==> src/rtl/prog_interval_counter.sv <==
// Programmable interval counter: loads a value from the switch interface,
// then counts it down to zero, up to it, or free-runs, one step per
// prescaled tick. Start/pause/resume control with tick and done strobes.
//
// state   | meaning
// --------+---------------------------------------------------------
// S_IDLE  | loaded or reset, waiting for start
// S_RUN   | prescaler advancing, count steps on each tick
// S_PAUSE | counting suspended, count and prescaler frozen
// S_DONE  | terminal count reached, count holds, waiting for load/start
module prog_interval_counter #(
    parameter int WIDTH    = 16,
    parameter int TICK_DIV = 100_000_000
) (
    input  logic             clk,
    input  logic             rst,
    input  logic [WIDTH-1:0] load_val,
    input  logic             load,
    input  logic             start,
    input  logic             pause,
    input  logic [1:0]       mode,
    output logic [WIDTH-1:0] count,
    output logic             running,
    output logic             tick,
    output logic             done
);

    typedef enum logic [1:0] {S_IDLE, S_RUN, S_PAUSE, S_DONE} state_t;

    localparam int PW = (TICK_DIV > 1) ? $clog2(TICK_DIV) : 1;
    localparam logic [PW-1:0]    PRESC_LAST = PW'(TICK_DIV - 1);
    localparam logic [WIDTH-1:0] CNT_MAX    = '1;
    localparam logic [WIDTH-1:0] CNT_ONE    = WIDTH'(1);
    localparam logic [1:0]       MODE_UP    = 2'b01;
    localparam logic [1:0]       MODE_FREE  = 2'b10;

    state_t           state_q, state_d;
    logic [WIDTH-1:0] count_q, count_d;
    logic [WIDTH-1:0] target_q, target_d;
    logic [PW-1:0]    presc_q, presc_d;
    logic [1:0]       mode_q, mode_d;
    logic             done_q, done_d;

    logic             tick_w;
    logic [WIDTH-1:0] count_inc;
    logic [WIDTH-1:0] count_dec;

    assign tick_w    = (state_q == S_RUN) && (presc_q == PRESC_LAST);
    assign count_inc = count_q + CNT_ONE;
    assign count_dec = count_q - CNT_ONE;

    // Next-state, counting and strobe logic; load > start > pause outside RUN,
    // only pause has any effect inside RUN.
    always_comb begin
        state_d  = state_q;
        count_d  = count_q;
        target_d = target_q;
        presc_d  = presc_q;
        mode_d   = mode_q;
        done_d   = 1'b0;

        case (state_q)
            S_RUN: begin
                if (tick_w) begin
                    presc_d = '0;
                end else if (!pause) begin
                    presc_d = presc_q + 1'b1;
                end

                if (pause) begin
                    state_d = S_PAUSE;
                end

                // A terminal step wins over a coincident pause.
                if (tick_w) begin
                    case (mode_q)
                        MODE_UP: begin
                            count_d = count_inc;
                            if (count_inc == target_q) begin
                                state_d = S_DONE;
                                done_d  = 1'b1;
                            end
                        end
                        MODE_FREE: begin
                            count_d = count_inc;
                            if (count_q == CNT_MAX) begin
                                done_d = 1'b1;
                            end
                        end
                        default: begin
                            count_d = count_dec;
                            if (count_q == CNT_ONE) begin
                                state_d = S_DONE;
                                done_d  = 1'b1;
                            end
                        end
                    endcase
                end
            end

            default: begin
                if (load) begin
                    target_d = load_val;
                    count_d  = load_val;
                    presc_d  = '0;
                    state_d  = S_IDLE;
                end else if (start) begin
                    if (state_q == S_PAUSE) begin
                        state_d = S_RUN;
                    end else begin
                        mode_d  = mode;
                        presc_d = '0;
                        if ((mode == MODE_UP) || (mode == MODE_FREE)) begin
                            count_d = '0;
                        end else begin
                            count_d = target_q;
                        end
                        // Nothing to count towards: finish without a tick.
                        if ((mode != MODE_FREE) && (target_q == '0)) begin
                            state_d = S_DONE;
                            done_d  = 1'b1;
                        end else begin
                            state_d = S_RUN;
                        end
                    end
                end
            end
        endcase
    end

    // State registers with asynchronous reset.
    always_ff @(posedge clk or posedge rst) begin
        if (rst) begin
            state_q  <= S_IDLE;
            count_q  <= '0;
            target_q <= '0;
            presc_q  <= '0;
            mode_q   <= 2'b00;
            done_q   <= 1'b0;
        end else begin
            state_q  <= state_d;
            count_q  <= count_d;
            target_q <= target_d;
            presc_q  <= presc_d;
            mode_q   <= mode_d;
            done_q   <= done_d;
        end
    end

    assign count   = count_q;
    assign running = (state_q == S_RUN);
    assign tick    = tick_w;
    assign done    = done_q;

endmodule

==> config.mk <==
export PLATFORM = sky130hd
export DESIGN_NAME = prog_interval_counter
export DESIGN_NICKNAME = d
export VERILOG_FILES = /design/src/rtl/prog_interval_counter.sv
export SDC_FILE = /design/constraint.sdc
export NUM_CORES = 1
export LEC_CHECK = 0
export BUFFER_PORTS_ARGS = -buffer_cell sky130_fd_sc_hd__buf_2
export CAP_MARGIN = 40
export CORE_ASPECT_RATIO = 2
export CORE_MARGIN = 5
export CORE_UTILIZATION = 50
export CTS_CLUSTER_DIAMETER = 60
export CTS_CLUSTER_SIZE = 24
export DETAILED_ROUTE_END_ITERATION = 10
export PLACE_DENSITY = 0.69
export SLEW_MARGIN = 5
export SYNTH_ARGS = -nofsm -noshare
export SYNTH_HDL_FRONTEND = slang
export SYNTH_SLANG_ARGS = --single-unit
==> constraint.sdc <==
create_clock -name clk -period 2.4 [get_ports clk]
set_input_delay 0.24 -clock clk [delete_from_list [all_inputs] [get_ports clk]]
set_output_delay 0.24 -clock clk [all_outputs]
set_load 0.005 [all_outputs]
==> results of run 1 <==
## power groups by stage
stage               combinational [W]  clock [W]  sequential, W
floorplan                     0.00148          0        0.00157
global placement              0.00223          0        0.00164
detailed placement            0.00226          0        0.00165
CTS                           0.00229    0.00158        0.00164
global route                  0.00253    0.00163        0.00168
finish                        0.00231    0.00156        0.00165
## cells in the mapped netlist, types with 2 or more instances
| cell type | number | share of area, % |
|---|---|---|
| nor4_1 | 7 | 1.1 |
| xor2_1 | 22 | 4.7 |
| or4_4 | 3 | 0.82 |
| nand2_1 | 82 | 7.5 |
| a21o_1 | 2 | 0.36 |
| or4_1 | 2 | 0.36 |
| and2_1 | 6 | 0.91 |
| nand4_1 | 14 | 2.1 |
| nor3_1 | 23 | 2.8 |
| or3_1 | 3 | 0.45 |
| and4_1 | 2 | 0.42 |
| clkbuf_1 | 25 | 2.3 |
| nor3b_1 | 3 | 0.55 |
| o311ai_0 | 3 | 0.64 |
| inv_1 | 16 | 1.5 |
| nor2_1 | 57 | 5.2 |
| and3_1 | 9 | 1.4 |
| nand3_1 | 20 | 2.4 |
| o211ai_1 | 3 | 0.55 |
| o31ai_1 | 5 | 0.91 |
| or4bb_1 | 2 | 0.55 |
| o22ai_1 | 6 | 0.91 |
| nor4b_1 | 3 | 0.64 |
| nor2b_1 | 4 | 0.61 |
| o21ai_0 | 37 | 4.5 |
| a221oi_1 | 8 | 1.7 |
| xnor2_1 | 19 | 4.0 |
| dfrtp_1 | 64 | 39 |
| a21oi_1 | 22 | 2.7 |
| a31oi_1 | 4 | 0.61 |
| ha_1 | 7 | 2.1 |
| a222oi_1 | 4 | 0.97 |
## routing by layer
metal  share of wire, %  up-vias  global-route usage (%)
met5                  0        -                       0
met4                5.8        0                   16.42
met3                3.9       56                   4.499
met2                 56      120                   47.10
met1                 34     2040                   26.83
li1                   -     1961                       -
## what timing repair did
action                                  CTS  global route
pin swaps                                 2             4
endpoints found under the hold margin    15             0
gates resized for setup                   2             8
setup buffers                             0             1
hold buffers                              1             0
endpoints found under the setup margin    6            15
gates cloned                              0             0
## cell usage in the layout (no fill, tap or decap), drive strengths merged, types with 2 or more instances in the layout
cell type | synthesis | layout
nand2 | 82 | 82
clkbuf | 25 | 11
nor2 | 57 | 57
nor4 | 8 | 8
a221oi | 8 | 8
o31ai | 5 | 5
or3 | 3 | 3
ha | 7 | 7
and4 | 2 | 2
xor2 | 22 | 22
buf | 3 | 87
nor2b | 4 | 4
inv | 16 | 16
nand4 | 15 | 15
xnor2 | 19 | 19
a222oi | 4 | 4
o311ai | 3 | 3
nor3b | 3 | 3
a31oi | 5 | 5
a21oi | 22 | 22
dfrtp | 64 | 64
nor4b | 3 | 3
o21ai | 38 | 38
or4 | 5 | 5
nor3 | 24 | 24
a21o | 2 | 2
nand3 | 20 | 20
bufinv | 0 | 3
o211ai | 3 | 3
and2 | 7 | 7
or4bb | 2 | 2
o22ai | 6 | 6
and3 | 9 | 9
## worst max-delay path by stage
stage	endpoint	slack (ns)
6_report	state_q[1]$_DFFE_PP0P_	-0.1
5_1_grt	state_q[1]$_DFFE_PP0P_	-0.21
4_1_cts	state_q[1]$_DFFE_PP0P_	-0.10
3_5_place_dp	state_q[1]$_DFFE_PP0P_	-0.13
3_3_place_gp	state_q[1]$_DFFE_PP0P_	-0.09
2_1_floorplan	state_q[1]$_DFFE_PP0P_	-0.14
## area by class of cell
class	instances	area, um^2
repair buffers	88	576.8
clock inverters	5	102.6
well taps	98	122.6
flip-flops and latches	64	1602
inverters	16	60.06
fillers	732	3073
clock buffers	11	252.7
multi-input cells	402	2385
## stage by stage
stage | TNS [ns] | worst slack, ns
3_3_place_gp | -0.2250 | -0.09162
3_5_place_dp | -0.3591 | -0.1257
6_report | -0.2984 | -0.09591
2_1_floorplan | -0.3688 | -0.1404
5_1_grt | -0.7825 | -0.2057
4_1_cts | -0.2883 | -0.1010
## registers in the layout, indices dropped and copies added, names as in the netlist
| name | count |
|---|---|
| count | 16 |
| done | 1 |
| presc_q | 27 |
| mode_q | 2 |
| target_q | 16 |
| state_q | 2 |
## cells by family after synthesis
family | after synthesis | share of synthesized area [%]
xor gates and xnor gates | 41 | 8.692
AOI/OAI and AO/OA | 107 | 16.54
and+or+nand+nor | 246 | 29.44
DFF | 64 | 38.76
buffers and inverters | 44 | 4.209
muxes | 1 | 0.2423
adders and majority gates | 7 | 2.120
## tightest hold or removal path: cells and delay by family
| kind | cells | cell delay [ns] |
|---|---|---|
| buffers and inverters | 1 | 0.09 |
| AND/OR/NAND/NOR | 2 | 0.08 |
==> summary.txt, run 1 <==
Place
  – HPWL Detailed: 9.523 mm
  – Dpl cell area: 4696 um^2
  – Global placer's final weighted congestion: 0.9450
  – Port Buf Inserts: 41
  – Cells after DPL: 666

Worst setup path
  – Setup CP Type: reg2reg
  – Crit-path cells: or4_4, or4_4, or4_4, o31a_1, nor3_2, a21oi_1, o21bai_1
  – Crit path max-delay family: simple AND/OR/NAND/NOR gates
  – Worst Reg-to-Reg Cells: 7
  – Buffers plus inverters on the worst setup path: 0
  – R2r endpoint: state_q[1]$_DFFE_PP0P_
  – Setup crit start: count[5]$_DFFE_PP0P_
  – Reg-to-reg setup timing slack: -0.1 ns
  – Critical path startpoint category: register
  – Reg-to-reg critical path startpoint: count[5]$_DFFE_PP0P_
  – WP depth: 7
  – CP dominant cell by count: or4_4
  – Critical Path AT: 2.76 ns
  – Worst path required time: 2.66 ns
  – CP endpoint kind: register
  – Max FO, Critical Path: 3
  – CP max stage delay: 0.54 ns
  – Critical path's slowest cell: or4_4

Clock network
  – Worst-Skew Late Latency: 0.34 ns
  – CTS buffer count: 9
  – CTS max path bufs: 2
  – Root Buffer: clkbuf_16
  – TritonCTS clock tree: yes
  – CTS Sinks: 64
  – Reg clk slew, reported paths: 0.05 ns
  – H-tree depth: 3

STA
  – Final hold viol count: 0
  – Peak Freq: 0.4007 GHz
  – Final Worst Setup Slack: -0.09591 ns
  – Max-slew headroom: 57.03%
  – Setup violators final: 4
  – Crit path time final: 2.496 ns
  – RSZ-0062 raised after global routing: yes
  – Fin Hold WS: 0.1055 ns
  – Clock skew: 0.004500 ns
  – Tcrit/Tclk final: 104.0%
  – Fin. max-slew vios: 0
  – Slew at the pin with the worst max-slew slack: 0.6356 ns

Hold path
  – Hold path cells: 3
  – Hold Path End: target_q[10]$_DFFE_PP0P_
  – Hold Crit Start: load_val[10]
  – Min-delay worst type: in2reg

Die
  – Num rows: 47
  – Die H: 138.6 um
  – Core area: 8174 um^2
  – Initial Util: 50.54%
  – Die width: 74.28 um
  – I/O pin count: 42
  – Die ar.: 10290 um^2

Global route
  – Vias in the first global route: 4262
  – First-pass GRT wire length: 20.82 mm
  – Initial antenna violation count: 0
  – Total track usage: 26.30%
  – Largest net degree at the start of global routing: 39
  – Grt ovf: 0

Finish
  – Synth-to-layout area growth: 23.47%
  – Post-layout util: 62.41%
  – Fin area: 5101 um^2
  – Post-Layout Cell Count: 684
  – Nets@finish: 611
  – Layout cells sized above 1: 20.14%
  – Antenna diode count: 0

Power and ir drop
  – Internal power: 0.003348 W
  – Total Power: 0.005524 W
  – Seq pwr share: 29.9%
  – Pwr Density: 1083 nW/um^2
  – Clock Power Share: 28.2%
  – Combinational power share: 41.9%
  – Leak pwr: 2.277 nW
  – VDD IR max: 0.6371 mV
  – Sw power: 0.002176 W
  – Switching share of power: 39.39%

Synthesis
  – Yosys warning total: 0
  – Post-synthesis sequential area ratio: 38.76%
  – Syn nets: 540
  – Post-synth EDFFs: 0
  – Cells after Synth: 510
  – Flops & latches, synth: 64
  – Top_reg_cell synth: dfrtp_1
  – Post-synthesis cell area: 4131 um^2
  – Post-synth ARST share: 100.0%
  – Synth cell types: 55
  – Mean area per synthesized cell: 8.101 um^2

Routing
  – DRT antenna net count: 0
  – Routed via count: 4177
  – Vias per cell: 6.107
  – Routed len/inst: 18.61 um
  – First drt pass iteration count: 5
  – DRC Markers: 0
  – Starting DRT DRC Count: 162
  – Detailed-route wire length: 12.73 mm

Run status
  – Failing checks: negative setup slack
  – Status: finished, violations left

Flow run
  – Total of max-cap violations: 0
(Power assumes the default switching activity.)
==> run 2, diff against run 1 <==
--- a/config.mk
+++ b/config.mk
@@ -13,7 +13,7 @@
 export CTS_CLUSTER_DIAMETER = 60
 export CTS_CLUSTER_SIZE = 24
 export DETAILED_ROUTE_END_ITERATION = 10
-export PLACE_DENSITY = 0.69
+export PLACE_DENSITY = 0.66
 export SLEW_MARGIN = 5
 export SYNTH_ARGS = -nofsm -noshare
 export SYNTH_HDL_FRONTEND = slang
==> constraint.sdc (replaced) <==
create_clock -name clk -period 2.5 [get_ports clk]
set_input_delay 0.25 -clock clk [delete_from_list [all_inputs] [get_ports clk]]
set_output_delay 0.25 -clock clk [all_outputs]
set_load 0.005 [all_outputs]
==> run 2 against run 1 <==
The run still ends with negative setup slack left; final cell count down 1.3%; sequential power down 2%; final area down 2.6%; non-clock buffer count down 9; global-route usage up 0.42 points; first-iteration DRC count up 45%; sequential share of layout area up 0.83 points; routed wire length up 1.1%; critical endpoint unchanged; highest routed layer unchanged.
==> summary.txt, run 2 (synthesis gave the netlist of run 1 again) <==
Run status
  – Status: finished, violations left
  – Failing checks: negative setup slack

Finish
  – Nets@finish: 602 (-1.5%)
  – Most frequent cells in the layout: nand2_1, dfrtp_1, nor2_1, buf_2
  – Most flops, register: presc_q
  – Antenna diode count: 0 (unchanged)
  – Number of fill cells: 760 (+3.8%)
  – Synth-to-layout area growth: 20.29%
  – Layout cells sized above 1: 19.06% (-1.1 points)
  – Commonest non-fill, non-tap cell in the layout: nand2_1
  – Max reg flops: 27 (unchanged)

Die
  – Die ar.: 10290 um^2 (unchanged)
  – Num rows: 47 (unchanged)
  – Core area: 8174 um^2 (unchanged)
  – Initial Util: 50.54% (unchanged)
  – I/O pin count: 42 (unchanged)
  – Die width: 74.28 um (unchanged)
  – Die H: 138.6 um (unchanged)

Power and ir drop
  – Clock Power Share: 23.4% (-4.8 points)
  – Leak pwr: 2.195 nW (-3.6%)
  – Internal power: 0.002878 W (-14%)
  – VDD IR max: 0.7034 mV (+10%)
  – Pwr Density: 1009 nW/um^2 (-6.8%)
  – Switching share of power: 42.63% (+3.2 points)
  – Combinational power share: 44.6% (+2.7 points)
  – Sw power: 0.002138 W (-1.7%)
  – Seq pwr share: 32.0% (+2.1 points)

STA
  – Setup violators final: 1 (-3)
  – Final Worst Setup Slack: -0.02093 ns (+0.07499 ns)
  – Crit path time final: 2.521 ns (+0.02501 ns)
  – Max-slew headroom: 47.57% (-9.5 points)
  – Setup TNS: -0.02093 ns (+0.2775 ns)
  – Final hold viol count: 0 (unchanged)
  – Fin. max-slew vios: 0 (unchanged)
  – Clock skew: 0.005880 ns (+0.001379 ns)
  – Tcrit/Tclk final: 100.8% (-3.2 points)
  – Peak Freq: 0.3967 GHz (-0.99%)
  – Slew at the pin with the worst max-slew slack: 0.7846 ns (+0.1490 ns)
  – RSZ-0062 raised after global routing: yes

Global route
  – First-pass GRT wire length: 21.34 mm (+2.5%)
  – Largest net degree at the start of global routing: 65 (+67%)
  – Grt ovf: 0 (unchanged)
  – Total track usage: 26.72% (+0.42 points)
  – Initial antenna violation count: 0 (unchanged)
  – Vias in the first global route: 4325 (+1.5%)

Worst setup path
  – Worst path required time: 2.75 ns (+0.09 ns)
  – Setup CP Type: reg2reg
  – Reg-to-reg critical path startpoint: count[5]$_DFFE_PP0P_
  – Worst Reg-to-Reg Cells: 7 (unchanged)
  – CP endpoint kind: register
  – Max FO, Critical Path: 3 (unchanged)
  – Critical path startpoint category: register
  – Critical Path AT: 2.78 ns (+0.02 ns)
  – R2r endpoint: state_q[1]$_DFFE_PP0P_
  – Reg-to-reg setup timing slack: -0.02 ns (+0.07 ns)

Clock network
  – CTS Sinks: 64 (unchanged)
  – TritonCTS clock tree: yes
  – Reg clk slew, reported paths: 0.06 ns (about the same)
  – CTS max path bufs: 2 (unchanged)
  – CTS buffer count: 9 (unchanged)
  – Worst-Skew Late Latency: 0.33 ns (about the same)
  – H-tree depth: 3 (unchanged)
  – Post-CTS Setup Inserts: 0 (unchanged)
  – Root Buffer: clkbuf_16

Hold path
  – Min-delay worst type: in2reg
  – Hold path cells: 3 (unchanged)
  – Hold Path End: target_q[10]$_DFFE_PP0P_
  – Hold Crit Start: load_val[10]

Flow run
  – Total of max-cap violations: 0 (unchanged)

Routing
  – First drt pass iteration count: 4 (-1)
  – DRT antenna net count: 0 (unchanged)
  – Vias per cell: 6.028 (-1.3%)
  – Routed via count: 4069 (-2.6%)
  – Detailed-route wire length: 12.87 mm (+1.1%)
  – DRC Markers: 0 (unchanged)
  – Routed len/inst: 19.07 um (+2.5%)
  – Starting DRT DRC Count: 235 (+45%)

Place
  – Global placer's final weighted congestion: 0.9311 (-1.5%)
  – Setup WS pre-CTS: -0.01687 ns (+0.1088 ns)
  – HPWL Detailed: 9.652 mm (+1.4%)
  – Port Buf Inserts: 41 (unchanged)
[run 2: cell count changes in the layout (fill, tap and decap cells not counted), sizes merged]
cell    previous run  this run
buf               87        78
bufinv             3         0
clkbuf            11         9
clkinv             1         5
inv               16        17
[run 2: power by group through the flow]
stage	Combinational (W)	Clock [W]	Sequential, W
CTS	0.00221	0.00119	0.00159
finish	0.00224	0.00117	0.00161
global route	0.00247	0.00124	0.00164
floorplan	0.00142	0	0.00151
detailed placement	0.00219	0	0.00160
global placement	0.00215	0	0.00160
[run 2: final cells by class]
cell class / count / area, um^2 / share of cell area, %
Multi-Input combinational cell: 402 / 2399 / 48.26
Clock buffer: 9 / 225.2 / 4.532
Clock inverter: 7 / 56.30 / 1.133
Sequential cell: 64 / 1602 / 32.23
Timing Repair Buffer: 79 / 505.5 / 10.17
Tap cell: 98 / 122.6 / 2.467
Inverter: 16 / 60.06 / 1.208
[run 2: metal layers]
metal | vias to the layer above | share of wire (%) | global-route usage (%)
met5 | - | 0 | 0
met4 | 0 | 6.0 | 16.51
met3 | 48 | 2.7 | 3.556
met2 | 102 | 57 | 48.92
met1 | 1975 | 35 | 26.92
li1 | 1944 | - | -
[run 2: what timing repair did]
action / 4_1_cts / 5_1_grt
endpoints found under the setup margin: 4 / 22
endpoints found under the hold margin: 28 / 0
hold buffers: 1 / 0
resized for setup: 3 / 7
pin swaps: 3 / 1
[run 2: critical path: stages, from the launching register on]
cell	delay, ns
dfrtp_1	0.38
or4_4	0.53
or4_4	0.43
or4_4	0.45
o31a_1	0.27
nor3_2	0.17
a21oi_1	0.10
o21bai_1	0.12
[run 2: stage by stage]
stage | std cells | hold slack, ns | util [%] | total power [W] | instance area (um^2)
6_report | 675 | 0.1227 | 60.80 | 0.005016 | 4970
5_1_grt | 675 | 0.1381 | 60.80 | 0.005350 | 4970
4_1_cts | 675 | 0.1187 | 60.45 | 0.004994 | 4941
3_5_place_dp | 658 | 0.3465 | 56.71 | 0.003792 | 4636
3_3_place_gp | 658 | 0.3412 | 56.71 | 0.003745 | 4636
2_1_floorplan | 510 | 0.3554 | - | 0.002926 | 4131
[run 2: how the worst max path moves through the flow]
stage / start / to / slack (ns) / cells after the start
CTS: count[5]$_DFFE_PP0P_ / state_q[1]$_DFFE_PP0P_ / -0.01 / 7
global route: count[5]$_DFFE_PP0P_ / state_q[1]$_DFFE_PP0P_ / -0.13 / 7
floorplan: count[7]$_DFFE_PP0P_ / state_q[1]$_DFFE_PP0P_ / -0.04 / 7
global placement: count[5]$_DFFE_PP0P_ / state_q[1]$_DFFE_PP0P_ / 0.03 / 7
detailed placement: count[5]$_DFFE_PP0P_ / state_q[1]$_DFFE_PP0P_ / -0.02 / 7
finish: count[5]$_DFFE_PP0P_ / state_q[1]$_DFFE_PP0P_ / -0.02 / 7
